File: src/rtl/video_mode_if.sv
// video_mode_if: source timing inputs and mode-control outputs of video_mode_ctrl
interface video_mode_if;
  logic        ce_pix;
  logic        hs_in;
  logic        vs_in;
  logic        sd_disable;
  logic        sd_en;
  logic        blank;
  logic        mode_valid;
  logic        mode_chg;
  logic [9:0]  lines;
  logic [11:0] hlen;
  modport master (
    output ce_pix, hs_in, vs_in, sd_disable,
    input  sd_en, blank, mode_valid, mode_chg, lines, hlen
  );
  modport slave (
    input  ce_pix, hs_in, vs_in, sd_disable,
    output sd_en, blank, mode_valid, mode_chg, lines, hlen
  );
endinterface

File: src/rtl/video_mode_ctrl.sv
// video_mode_ctrl: locks onto the source line count and selects the scandoubled or bypass path.
// Define VMC_HLEN_MEASURE_EN to measure ce_pix cycles per line on hlen; otherwise hlen is tied to 0.
module video_mode_ctrl #(
  parameter int STABLE_FRAMES = 2,
  parameter int BLANK_FRAMES  = 2,
  parameter int SD_MAX_LINES  = 400
) (
  input logic         clk_sys,
  input logic         reset,
  video_mode_if.slave bus
);
  localparam logic [1:0] SEARCH = 2'd0;
  localparam logic [1:0] SWITCH = 2'd1;
  localparam logic [1:0] RUN    = 2'd2;
  localparam logic [2:0] STABLE = 3'(STABLE_FRAMES);
  localparam logic [2:0] BLANKS = 3'(BLANK_FRAMES);
  localparam logic [9:0] SD_MAX = 10'(SD_MAX_LINES);
  logic [1:0] state;
  logic       hs_q, vs_q, tgt, sd_en_q, blank_q, valid_q, chg_q;
  logic [9:0] cnt, prev, lines_q;
  logic [2:0] match, fcnt, match_nxt, fcnt_nxt;
  logic       line_edge, frame_end, in_range, go_search, tgt_run;
  assign line_edge = bus.ce_pix & hs_q & ~bus.hs_in;
  assign frame_end = bus.ce_pix & ~vs_q & bus.vs_in;
  assign in_range  = (cnt >= 10'd200) && (cnt <= 10'd1000);
  assign match_nxt = !in_range ? 3'd0 : (cnt == prev) ? match + 3'd1 : 3'd1;
  assign fcnt_nxt  = fcnt + 3'd1;
  assign tgt_run   = (lines_q < SD_MAX) & ~bus.sd_disable;
  // lock is lost when a frame disagrees with the locked count or the line counter is about to saturate
  assign go_search = (state != SEARCH) &&
                     ((frame_end && (cnt != lines_q || !in_range)) ||
                      (line_edge && !frame_end && cnt >= 10'd1022));
  // previous sync levels, updated only on pixel enable
  always_ff @(posedge clk_sys or posedge reset)
    if (reset) begin
      hs_q <= 1'b0;
      vs_q <= 1'b0;
    end else if (bus.ce_pix) begin
      hs_q <= bus.hs_in;
      vs_q <= bus.vs_in;
    end
  // saturating line counter; a frame end discards a coincident line edge
  always_ff @(posedge clk_sys or posedge reset)
    if (reset) begin
      cnt  <= 10'd0;
      prev <= 10'd0;
    end else if (frame_end) begin
      cnt  <= 10'd0;
      prev <= cnt;
    end else if (line_edge && cnt != 10'd1023) begin
      cnt <= cnt + 10'd1;
    end
  // mode FSM: search for stable timing, blank while switching, then run
  always_ff @(posedge clk_sys or posedge reset)
    if (reset) begin
      state   <= SEARCH;
      match   <= 3'd0;
      fcnt    <= 3'd0;
      tgt     <= 1'b0;
      lines_q <= 10'd0;
      sd_en_q <= 1'b0;
      blank_q <= 1'b1;
      valid_q <= 1'b0;
      chg_q   <= 1'b0;
    end else begin
      chg_q <= 1'b0;
      if (go_search) begin
        state   <= SEARCH;
        match   <= 3'd0;
        blank_q <= 1'b1;
        valid_q <= 1'b0;
      end else if (state == SEARCH) begin
        if (frame_end) begin
          match <= match_nxt;
          if (match_nxt == STABLE) begin
            lines_q <= cnt;
            tgt     <= (cnt < SD_MAX) & ~bus.sd_disable;
            match   <= 3'd0;
            fcnt    <= 3'd0;
            state   <= SWITCH;
          end
        end
      end else if (state == SWITCH) begin
        if (frame_end) begin
          fcnt <= fcnt_nxt;
          if (fcnt_nxt == BLANKS) begin
            sd_en_q <= tgt;
            chg_q   <= 1'b1;
            blank_q <= 1'b0;
            valid_q <= 1'b1;
            state   <= RUN;
          end
        end
      end else if (state == RUN && tgt_run != sd_en_q) begin
        tgt     <= tgt_run;
        fcnt    <= 3'd0;
        blank_q <= 1'b1;
        state   <= SWITCH;
      end
    end
`ifdef VMC_HLEN_MEASURE_EN
  logic [11:0] hcnt, hcnt_inc, hlen_q;
  assign hcnt_inc = (hcnt == 12'hfff) ? hcnt : hcnt + 12'd1;
  // pixel count between consecutive line edges, saturating
  always_ff @(posedge clk_sys or posedge reset)
    if (reset) begin
      hcnt   <= 12'd0;
      hlen_q <= 12'd0;
    end else if (line_edge) begin
      hlen_q <= hcnt_inc;
      hcnt   <= 12'd0;
    end else if (bus.ce_pix) begin
      hcnt <= hcnt_inc;
    end
  assign bus.hlen = hlen_q;
`else
  assign bus.hlen = 12'd0;
`endif
  assign bus.sd_en      = sd_en_q;
  assign bus.blank      = blank_q;
  assign bus.mode_valid = valid_q;
  assign bus.mode_chg   = chg_q;
  assign bus.lines      = lines_q;
endmodule

File: src/flat_wrapper.sv
// flat-port wrapper written by rule: the top's interface ports become plain ports
module video_mode_ctrl_flat 
#(
  parameter int STABLE_FRAMES = 2,
  parameter int BLANK_FRAMES  = 2,
  parameter int SD_MAX_LINES  = 400
)
  (clk_sys, reset, bus_ce_pix, bus_hs_in, bus_vs_in, bus_sd_disable, bus_sd_en, bus_blank, bus_mode_valid, bus_mode_chg, bus_lines, bus_hlen);
  video_mode_if bus_i ();
  input logic clk_sys;
  input logic reset;
  input wire logic [$bits(bus_i.ce_pix)-1:0] bus_ce_pix;
  input wire logic [$bits(bus_i.hs_in)-1:0] bus_hs_in;
  input wire logic [$bits(bus_i.vs_in)-1:0] bus_vs_in;
  input wire logic [$bits(bus_i.sd_disable)-1:0] bus_sd_disable;
  output wire logic [$bits(bus_i.sd_en)-1:0] bus_sd_en;
  output wire logic [$bits(bus_i.blank)-1:0] bus_blank;
  output wire logic [$bits(bus_i.mode_valid)-1:0] bus_mode_valid;
  output wire logic [$bits(bus_i.mode_chg)-1:0] bus_mode_chg;
  output wire logic [$bits(bus_i.lines)-1:0] bus_lines;
  output wire logic [$bits(bus_i.hlen)-1:0] bus_hlen;
  assign bus_i.ce_pix = bus_ce_pix;
  assign bus_i.hs_in = bus_hs_in;
  assign bus_i.vs_in = bus_vs_in;
  assign bus_i.sd_disable = bus_sd_disable;
  assign bus_sd_en = bus_i.sd_en;
  assign bus_blank = bus_i.blank;
  assign bus_mode_valid = bus_i.mode_valid;
  assign bus_mode_chg = bus_i.mode_chg;
  assign bus_lines = bus_i.lines;
  assign bus_hlen = bus_i.hlen;
  video_mode_ctrl #(.STABLE_FRAMES(STABLE_FRAMES), .BLANK_FRAMES(BLANK_FRAMES), .SD_MAX_LINES(SD_MAX_LINES)) u_core (.clk_sys(clk_sys), .reset(reset), .bus(bus_i));
endmodule
File: config.mk
export PLATFORM = sky130hd
export DESIGN_NAME = video_mode_ctrl_flat
export DESIGN_NICKNAME = d
export VERILOG_FILES = /design/src/rtl/video_mode_if.sv /design/src/rtl/video_mode_ctrl.sv /design/src/flat_wrapper.sv
export SDC_FILE = /design/constraint.sdc
export NUM_CORES = 1
export LEC_CHECK = 0
export BUFFER_PORTS_ARGS = -buffer_cell sky130_fd_sc_hd__buf_2
export CORE_MARGIN = 2
export CORE_UTILIZATION = 60
export CTS_BUF_LIST = sky130_fd_sc_hd__clkbuf_2 sky130_fd_sc_hd__clkbuf_4 sky130_fd_sc_hd__clkbuf_8
export CTS_CLUSTER_DIAMETER = 100
export DETAILED_ROUTE_END_ITERATION = 12
export PLACE_DENSITY = 0.82
export SETUP_SLACK_MARGIN = 0.4
export SYNTH_ARGS = -nofsm -noshare
export SYNTH_HDL_FRONTEND = slang
export SYNTH_SLANG_ARGS = --single-unit
File: constraint.sdc
create_clock -name clk_sys -period 2.5 [get_ports clk_sys]
set_input_delay 0.125 -clock clk_sys [delete_from_list [all_inputs] [get_ports clk_sys]]
set_output_delay 0.125 -clock clk_sys [all_outputs]
set_load 0.1 [all_outputs]
; ---- Word-level counts from Yosys, hierarchy flattened
; Cells that the tools add are included.
[totals]
register_bits = 45
in_bits = 6
output_inout_bits = 26
word_cells = 123
[op_classes]
addsub = 3
order_cmp = 5
n_eq_ne = 18
mux = 43
bitwise = 11
reduce_logical = 30
[op_table]
columns = cell, n
row1 = 3-bit two-way mux, 12
row2 = 1-bit two-way mux, 21
row3 = 10-bit by 9-bit < comparator with 1-bit output (second input constant), 2
row4 = 10-bit two-way mux, 2
row5 = 5-bit AND reduction, 4
row6 = 2-bit two-way mux, 8
row7 = 2-bit nonzero test, 7
row8 = 4-bit AND reduction, 3
row9 = 10-bit by 1-bit adder with 10-bit output (second input constant), 1
row10 = 10-bit equality test, 1
row11 = 10-bit >= comparator (second input constant), 1
row12 = 10-bit by 8-bit >= comparator with 1-bit output (second input constant), 1
row13 = 10-bit <= comparator (second input constant), 1
row14 = 10-bit inequality test, 1
row15 = 10-bit inequality test (second input constant), 1
row16 = 2-bit by 1-bit inequality test with 1-bit output (second input constant), 4
row17 = 1-bit logical AND, 7
row18 = 3-bit by 1-bit adder with 3-bit output (second input constant), 2
row19 = 1-bit AND, 6
row20 = 3-bit by 2-bit equality test with 1-bit output (second input constant), 2
row21 = 3-bit by 1-bit inequality test with 1-bit output (second input constant), 2
row22 = 3-bit by 2-bit inequality test with 1-bit output (second input constant), 2
row23 = 3-bit nonzero test, 2
row24 = 1-bit NOT, 5
row25 = 10 further kinds, 12

; ---- Logic depth before layout (Yosys ltp)
; Gate-level depths: netlist of the first run.
[logic_depth]
ltp_word = 10
depth_mapped = 9
ltp_nobuf = 7

; ---- Worst setup path before layout of the first run
; No wires, ideal clock.
[synth_path]
path_kind = register to register
startpoint = register u_core.lines_q[9] (netlist: u_core.bus.lines[9])
endpoint = register u_core.sd_en_q (netlist: u_core.bus.sd_en)
setup_ns = 0.128
arrival_ns = 2.492
required_time_ns = 2.372
setup_slack_ns = -0.120
path_stages_with_launch = 8
path_buffers = 1
synth_period_minus_slack_ns = 2.620
path_cell_list = dfrtp_1 xor2_1 nor4_1 nand4_1 o31a_1 buf_2 nor2b_4 mux2_1
[synth_via]
elab_chain_cells = 7
[synth_rtl]
columns = element, line_no
row1 = "start, declared", video_mode_ctrl.sv:20  ; logic [9:0] cnt, prev, lines_q;
row2 = "start signal, assigned", video_mode_ctrl.sv:76  ; lines_q <= cnt;
row3 = 10-bit inequality test, video_mode_ctrl.sv:31  ; ((frame_end && (cnt != lines_q || !in_range)) ||
row4 = 1-bit logical OR, video_mode_ctrl.sv:31
row5 = 1-bit logical AND, video_mode_ctrl.sv:31
row6 = 1-bit logical OR, video_mode_ctrl.sv:31
row7 = 1-bit logical AND, video_mode_ctrl.sv:30  ; assign go_search = (state != SEARCH) &&
row8 = 1-bit NOT (no line), n/a
row9 = 5-bit AND reduction (no line), n/a
row10 = "end signal, assigned", video_mode_ctrl.sv:87  ; sd_en_q <= tgt;
row11 = "end, declared", video_mode_ctrl.sv:19  ; logic hs_q, vs_q, tgt, sd_en_q, blank_q, valid_q, chg_q;
; Every way passes these cells.
; A chain may end at the register's enable or synchronous reset.

; ---- Worst setup path in the final report of the first run
[layout_path]
startpoint = register u_core.cnt[7]
endpoint = register u_core.sd_en_q (netlist: u_core.bus.sd_en)
[layout_via]
elab_chain_cells = 9
word_cells_on_any_way = 13
classes_between = order compare (3) / eq/ne (1) / bitwise (1) / reduce/logical (8)
[layout_rtl]
columns = element, line_no
row1 = "start, declared", video_mode_ctrl.sv:20
row2 = "start signal, assigned", video_mode_ctrl.sv:51  ; cnt <= cnt + 10'd1;
row3 = 10-bit by 8-bit >= comparator with 1-bit output / 10-bit <= comparator (equally long branches), video_mode_ctrl.sv:25  ; assign in_range = (cnt >= 10'd200) && (cnt <= 10'd1000);
row4 = 1-bit logical AND, video_mode_ctrl.sv:25
row5 = 1-bit logical NOT, n/a
row6 = 1-bit logical OR, video_mode_ctrl.sv:31
row7 = 1-bit logical AND, video_mode_ctrl.sv:31
row8 = 1-bit logical OR *, video_mode_ctrl.sv:31
row9 = 1-bit logical AND *, video_mode_ctrl.sv:30
row10 = 1-bit NOT (no line) *, n/a
row11 = 5-bit AND reduction (no line) *, n/a
; Mark *: on every way between the ends. The rest lies on a longest branch, timed or not.

==> results.ini, run 1 <==
[status]
outcome = completed

[routing]
first_pass_iters = 4
avgRoutedWirePerCell_um = 18.4
drtIter0Drc = 138
routed_wl_um = 6750
ant_nets = 0
num_vias = 2182
vias_per_cell = 5.95
drc_errors = 0

[floorplanning]
ios = 32
die_height_um = 70.3
dieArea_um2 = 4940
die_w_um = 70.3
core_area_um2 = 4290
start_util = 0.614
std_cell_rows = 24

[job]
cap_violations = 0

[global_routing]
overflow = 0
grt_pass1_vias = 2227
grt_max_degree = 27
antenna_found_initial = 0
grt_util_all_layers = 0.285
grt_pass1_wl_um = 10900

[layout]
layout.nets = 325
fillers = 245
multi_input_area_um2 = 1530
antenna_cells = 0
design_area_um2 = 3290
drive_gt1_frac = 0.384
fin_cells = 367
register_area_um2 = 1160
area_delta_synth_final_pct = 25.0

[hold_path]
hold_path.class = in -> reg

[timing]
fin_crit_sh = 0.914
relSlewSlack = 0.369
holdWs_ps = 85.8
finalSetupTns_ps = 0
worst_pin_slew_ps = 941
clock.fmax_mhz = 438
setup_violations = 0
drv_slew = 0
finClkSkew_ps = 10.3
rsz0062_at_grt = true
hold_viol = 0
finalCriticalPeriod_ps = 2290

[cts]
path_clk_slew_ps = 80
cts.sinks = 45
cts_tree = built
cts_root_buffer = clkbuf_8
clk_path_buf_depth = 2
numCtsBuffers = 5
worstSkewPairLatency_ps = 300
h-tree-depth = 2

[power_and_ir_drop]
switching_share = 0.374
p_clk_frac = 0.224
peakVddDrop_uv = 371
power_density_nw_per_um2 = 663
intPower_mw = 1.37
p_seq_frac = 0.398
leakage_nw = 1.66
power.switching_mw = 0.816
p_comb_frac = 0.378
total_power_mw = 2.18

[critical_path]
cp_max_fo = 8
cp_cell_sequence = buf_4 -> xor2_1 -> nor4_2 -> nand4_1 -> buf_6 -> o31a_1 -> nor2b_4 -> mux2_4
path_class = reg -> reg
crit_required_ps = 2680
crit_slowest_cell = dfrtp_1
critPathMaxStageDelay_ps = 390
startpoint_type = register
critPathArrivalTime_ps = 2470
endpoint_kind = register

[placement]
port_buffers = 19
hpwlAfterDp_um = 3950
dp.cells = 337
place_area_um2 = 2840
gp_congestion = 0.842

[yosys]
ys_async_sr_fraction = 1.00
synth_area_leaders = dfrtp_1 42%, xor2_1 7.6%, nand2_1 6.0%
netlist_area_um2 = 2640
synth_commonest_cells = 44 x dfrtp_1, 42 x nand2_1, 23 x xor2_1
yosysSeqAreaShare = 0.428
syn_inst = 269
synth_enable_flop_cells = 0
synth_warnings = 0
synth.avg_cell_area_um2 = 9.80
synth_top_area_cell = dfrtp_1
ys.flop_type = dfrtp_1
ys_seq_elements = 45
synth.most_common_cell = dfrtp_1
synth_top_area_share = 0.418
synth.distinct_cells = 55

-- worst paths after layout --
path | startpoint | slack (ps) | to | cells past startpoint
worst min-delay path | bus_hs_in | 90 | u_core.hs_q$_DFFE_PP0P_ | 2
min in group asynchronous | reset | 450 | u_core.bus.lines[5]$_DFFE_PP0P_ | 3
worst max register to register | u_core.cnt[7]$_DFFE_PP0P_ | 210 | u_core.bus.sd_en$_DFFE_PP0P_ | 8
max in group asynchronous | reset | 1300 | u_core.cnt[0]$_DFFE_PP0P_ | 4
worst max-delay path | u_core.cnt[7]$_DFFE_PP0P_ | 210 | u_core.bus.sd_en$_DFFE_PP0P_ | 8
worst min register to register | u_core.prev[8]$_DFFE_PP0P_ | 500 | u_core.prev[8]$_DFFE_PP0P_ | 2
-- critical path, delay by kind of cell (launching register included) --
family          cells  cell delay, ps
buf+inv             2             340
mux                 1             310
simple gates        3             660
compound gates      1             310
xor+xnor            1             160
flops               1             390
-- cells in the final DEF, fill, tap and decap left out, types with 3 or more instances in the layout --
cell / n
nand2_1: 41
buf_2: 19
clkbuf_8: 6
buf_6: 6
nand3_1: 5
nor3_1: 4
dfrtp_4: 6
buf_4: 28
nand4_1: 3
dfrtp_1: 29
mux2_2: 3
nand3b_1: 3
or3_1: 3
xnor2_1: 6
a21oi_1: 4
conb_1: 12
ha_1: 5
o211ai_1: 3
xor2_1: 23
mux2_4: 11
nor2_1: 14
dfrtp_2: 9
nor4_2: 6
o21ai_1: 4
inv_1: 8
-- cell type report --
cell class                      count  share of cell area
Timing Repair Buffer               55               0.122
Multi-Input combinational cell    198               0.466
Inverter                            9              0.0103
Tap cell                           52              0.0197
Clock buffer                        8              0.0296
Sequential cell                    45               0.352
-- power groups by stage --
| stage | Clock (mW) | Sequential [mW] | Combinational [mW] |
|---|---|---|---|
| 6_report | 0.490 | 0.869 | 0.825 |
| 5_1_grt | 0.527 | 0.876 | 0.875 |
| 4_1_cts | 0.490 | 0.863 | 0.745 |
| 3_5_place_dp | 0 | 0.885 | 0.563 |
| 3_3_place_gp | 0 | 0.879 | 0.552 |
| 2_1_floorplan | 0 | 0.940 | 0.393 |
-- registers in the layout, summed over array words and instances, names as in the netlist, 2 cells and up --
name / cells
u_core.state: 2
u_core.fcnt: 3
u_core.cnt: 10
u_core.bus.lines: 10
u_core.prev: 10
u_core.match: 3
-- stage by stage --
stage | util | setup slack (ps)
floorplan | - | 196
global placement | 0.662 | 219
detailed placement | 0.662 | 156
CTS | 0.748 | 250
global route | 0.767 | 161
finish | 0.767 | 215
-- cell families after synthesis --
logic type,share of synthesized area
buf+inv,0.0779
other cells,0.00142
simple gates,0.195
mux,0.0636
fa+ha+maj,0.0237
flops,0.428
compound gates,0.111
xor+xnor,0.0997
-- timing repair --
item	in CTS	in global routing
gates resized for setup	21	22
buffers inserted	20	1
endpoints found under the hold margin	24	0
setup endpoints to repair	22	27
pin swaps	16	8
hold buffers	1	0
-- metal layers --
metal	wire length, um	track usage
met1	2680	0.340
met3	395	0.0606
met4	252	0.152
met5	0	0
met2	3420	0.479
No activity file was read; power rests on OpenSTA's default activity.
==> run 2: changes to the inputs <==
--- a/config.mk
+++ b/config.mk
@@ -11,8 +11,10 @@
 export CTS_BUF_LIST = sky130_fd_sc_hd__clkbuf_2 sky130_fd_sc_hd__clkbuf_4 sky130_fd_sc_hd__clkbuf_8
 export CTS_CLUSTER_DIAMETER = 100
 export DETAILED_ROUTE_END_ITERATION = 12
+export GPL_TIMING_DRIVEN = 0
 export PLACE_DENSITY = 0.82
 export SETUP_SLACK_MARGIN = 0.4
+export SLEW_MARGIN = 20
 export SYNTH_ARGS = -nofsm -noshare
 export SYNTH_HDL_FRONTEND = slang
 export SYNTH_SLANG_ARGS = --single-unit
==> constraint.sdc (replaced) <==
create_clock -name clk_sys -period 2.7 [get_ports clk_sys]
set_input_delay 0.135 -clock clk_sys [delete_from_list [all_inputs] [get_ports clk_sys]]
set_output_delay 0.135 -clock clk_sys [all_outputs]
set_load 0.1 [all_outputs]
==> results.ini, run 2 (synthesized netlist as in run 1, its figures left out) <==
[status]
outcome = completed

[placement]
dp.cells = 352
hpwlAfterDp_um = 3810
dpl_worst_slack_ps = 136
place_area_um2 = 2890
port_buffers = 19
gp_congestion = 0.869

[floorplanning]
die_height_um = 70.3
die_w_um = 70.3
dieArea_um2 = 4940
start_util = 0.614
ios = 32
core_area_um2 = 4290
std_cell_rows = 24

[critical_path]
rr_worst_depth = 8
crit_start = u_core.cnt[1]$_DFFE_PP0P_
setup.worst_path.end = u_core.bus.sd_en$_DFFE_PP0P_
cp_cell_sequence = buf_4 -> o31a_1 -> o211ai_4 -> nand2_4 -> o31a_1 -> buf_6 -> nor2b_4 -> mux2_1
critPathMaxStageDelay_ps = 390
worst-r2r-setup-slack_ps = 390
cpMostUsedCell = o31a_1
path_delay_family = compound AO/OA/AOI/OAI gates
crit_slowest_cell = dfrtp_1
crit_cells = 8
reg2reg_from = u_core.cnt[1]$_DFFE_PP0P_
crit_required_ps = 2880
critPathArrivalTime_ps = 2500
cp_max_fo = 9
r2r-end = u_core.bus.sd_en$_DFFE_PP0P_
path_class = reg -> reg
critPathBufInv = 2
startpoint_type = register
endpoint_kind = register

[timing]
finalCriticalPeriod_ps = 2310
fin_crit_sh = 0.856
drv_slew = 0
holdWs_ps = 87.6
setup_violations = 0
worst_pin_slew_ps = 616
finClkSkew_ps = 9.67
finalSetupTns_ps = 0
relSlewSlack = 0.589
hold_viol = 0
rsz0062_at_grt = true
clock.fmax_mhz = 433
setup_ws_ps = 389

[job]
cap_violations = 0

[global_routing]
grt_max_degree = 28
grt_pass1_wl_um = 9210
grt_util_all_layers = 0.234
overflow = 0
antenna_found_initial = 0
grt_pass1_vias = 1955

[layout]
layout.nets = 335
mostFrequentLayoutCells = 42 x nand2_1, 34 x dfrtp_1, 30 x buf_4, 23 x xor2_1, 22 x buf_2
fin_cells = 377
antenna_cells = 0
utilization = 0.764
area_delta_synth_final_pct = 24.5
final_common_cell = nand2_1
drive_gt1_frac = 0.348
design_area_um2 = 3280

[routing]
drtIter0Drc = 114
vias_per_cell = 5.58
num_vias = 2105
routed_wl_um = 5930
avgRoutedWirePerCell_um = 15.7
ant_nets = 0
drc_errors = 0
first_pass_iters = 4

[power_and_ir_drop]
leakage_nw = 1.69
peakVddDrop_uv = 388
power_density_nw_per_um2 = 605
total_power_mw = 1.98

[cts]
numCtsBuffers = 5
h-tree-depth = 2
cts_tree = built
cts_root_buffer = clkbuf_8
path_clk_slew_ps = 80
worstSkewPairLatency_ps = 300
clk_path_buf_depth = 2
cts.sinks = 45

[hold_path]
hold_path.class = in -> reg

## run 2: cell count changes in the layout (fill, tap and decap cells not counted), sizes merged
cell      previous run  this run
clkinv               1         0
inv                  8         9
buf                 54        60
clkinvlp             0         1
bufinv               0         1
clkbuf               8        10
## run 2: layout make-up
| cell class | count | area, um2 |
|---|---|---|
| Buffer | 28 | 203 |
| Tap cell | 52 | 65.1 |
| Timing Repair Buffer | 37 | 265 |
| Inverter | 9 | 33.8 |
| Clock inverter | 2 | 37.5 |
| Multi-Input combinational cell | 198 | 1440 |
| Sequential cell | 45 | 1150 |
| Clock buffer | 6 | 82.6 |
| Fill cell | 278 | 1010 |
## run 2: worst min-delay path by stage
stage	start	end	cells past startpoint
floorplan	bus_hs_in	u_core.hs_q$_DFFE_PP0P_	1
global placement	bus_hs_in	u_core.hs_q$_DFFE_PP0P_	2
detailed placement	reset	u_core.match[2]$_DFFE_PP0P_	2
CTS	bus_hs_in	u_core.hs_q$_DFFE_PP0P_	2
global route	bus_hs_in	u_core.hs_q$_DFFE_PP0P_	2
finish	bus_hs_in	u_core.hs_q$_DFFE_PP0P_	2
## run 2: power by group
part           total, mW  internal, mW  switching (mW)
combinational      0.676         0.246           0.430
sequential         0.774         0.732          0.0412
clock              0.535         0.301           0.234
total               1.98          1.28           0.705
## run 2: repair_timing
| item | 4_1_cts | 5_1_grt |
|---|---|---|
| resized for setup | 7 | 24 |
| gates cloned | 0 | 0 |
| setup buffers | 8 | 8 |
| endpoints found under the setup margin | 15 | 20 |
| hold buffers | 1 | 0 |
| endpoints found under the hold margin | 25 | 0 |
| pin swaps | 6 | 14 |
## run 2: routing by layer
metal / share of wire / GRT usage / wire length [um] / vias to the layer above
li1: - / - / - / 1009
met1: 0.43 / 0.326 / 2540 / 1030
met2: 0.51 / 0.383 / 3030 / 60
met3: 0.052 / 0.0418 / 306 / 6
met4: 0.0078 / 0.0556 / 46 / 0
met5: 0 / 0 / 0 / -
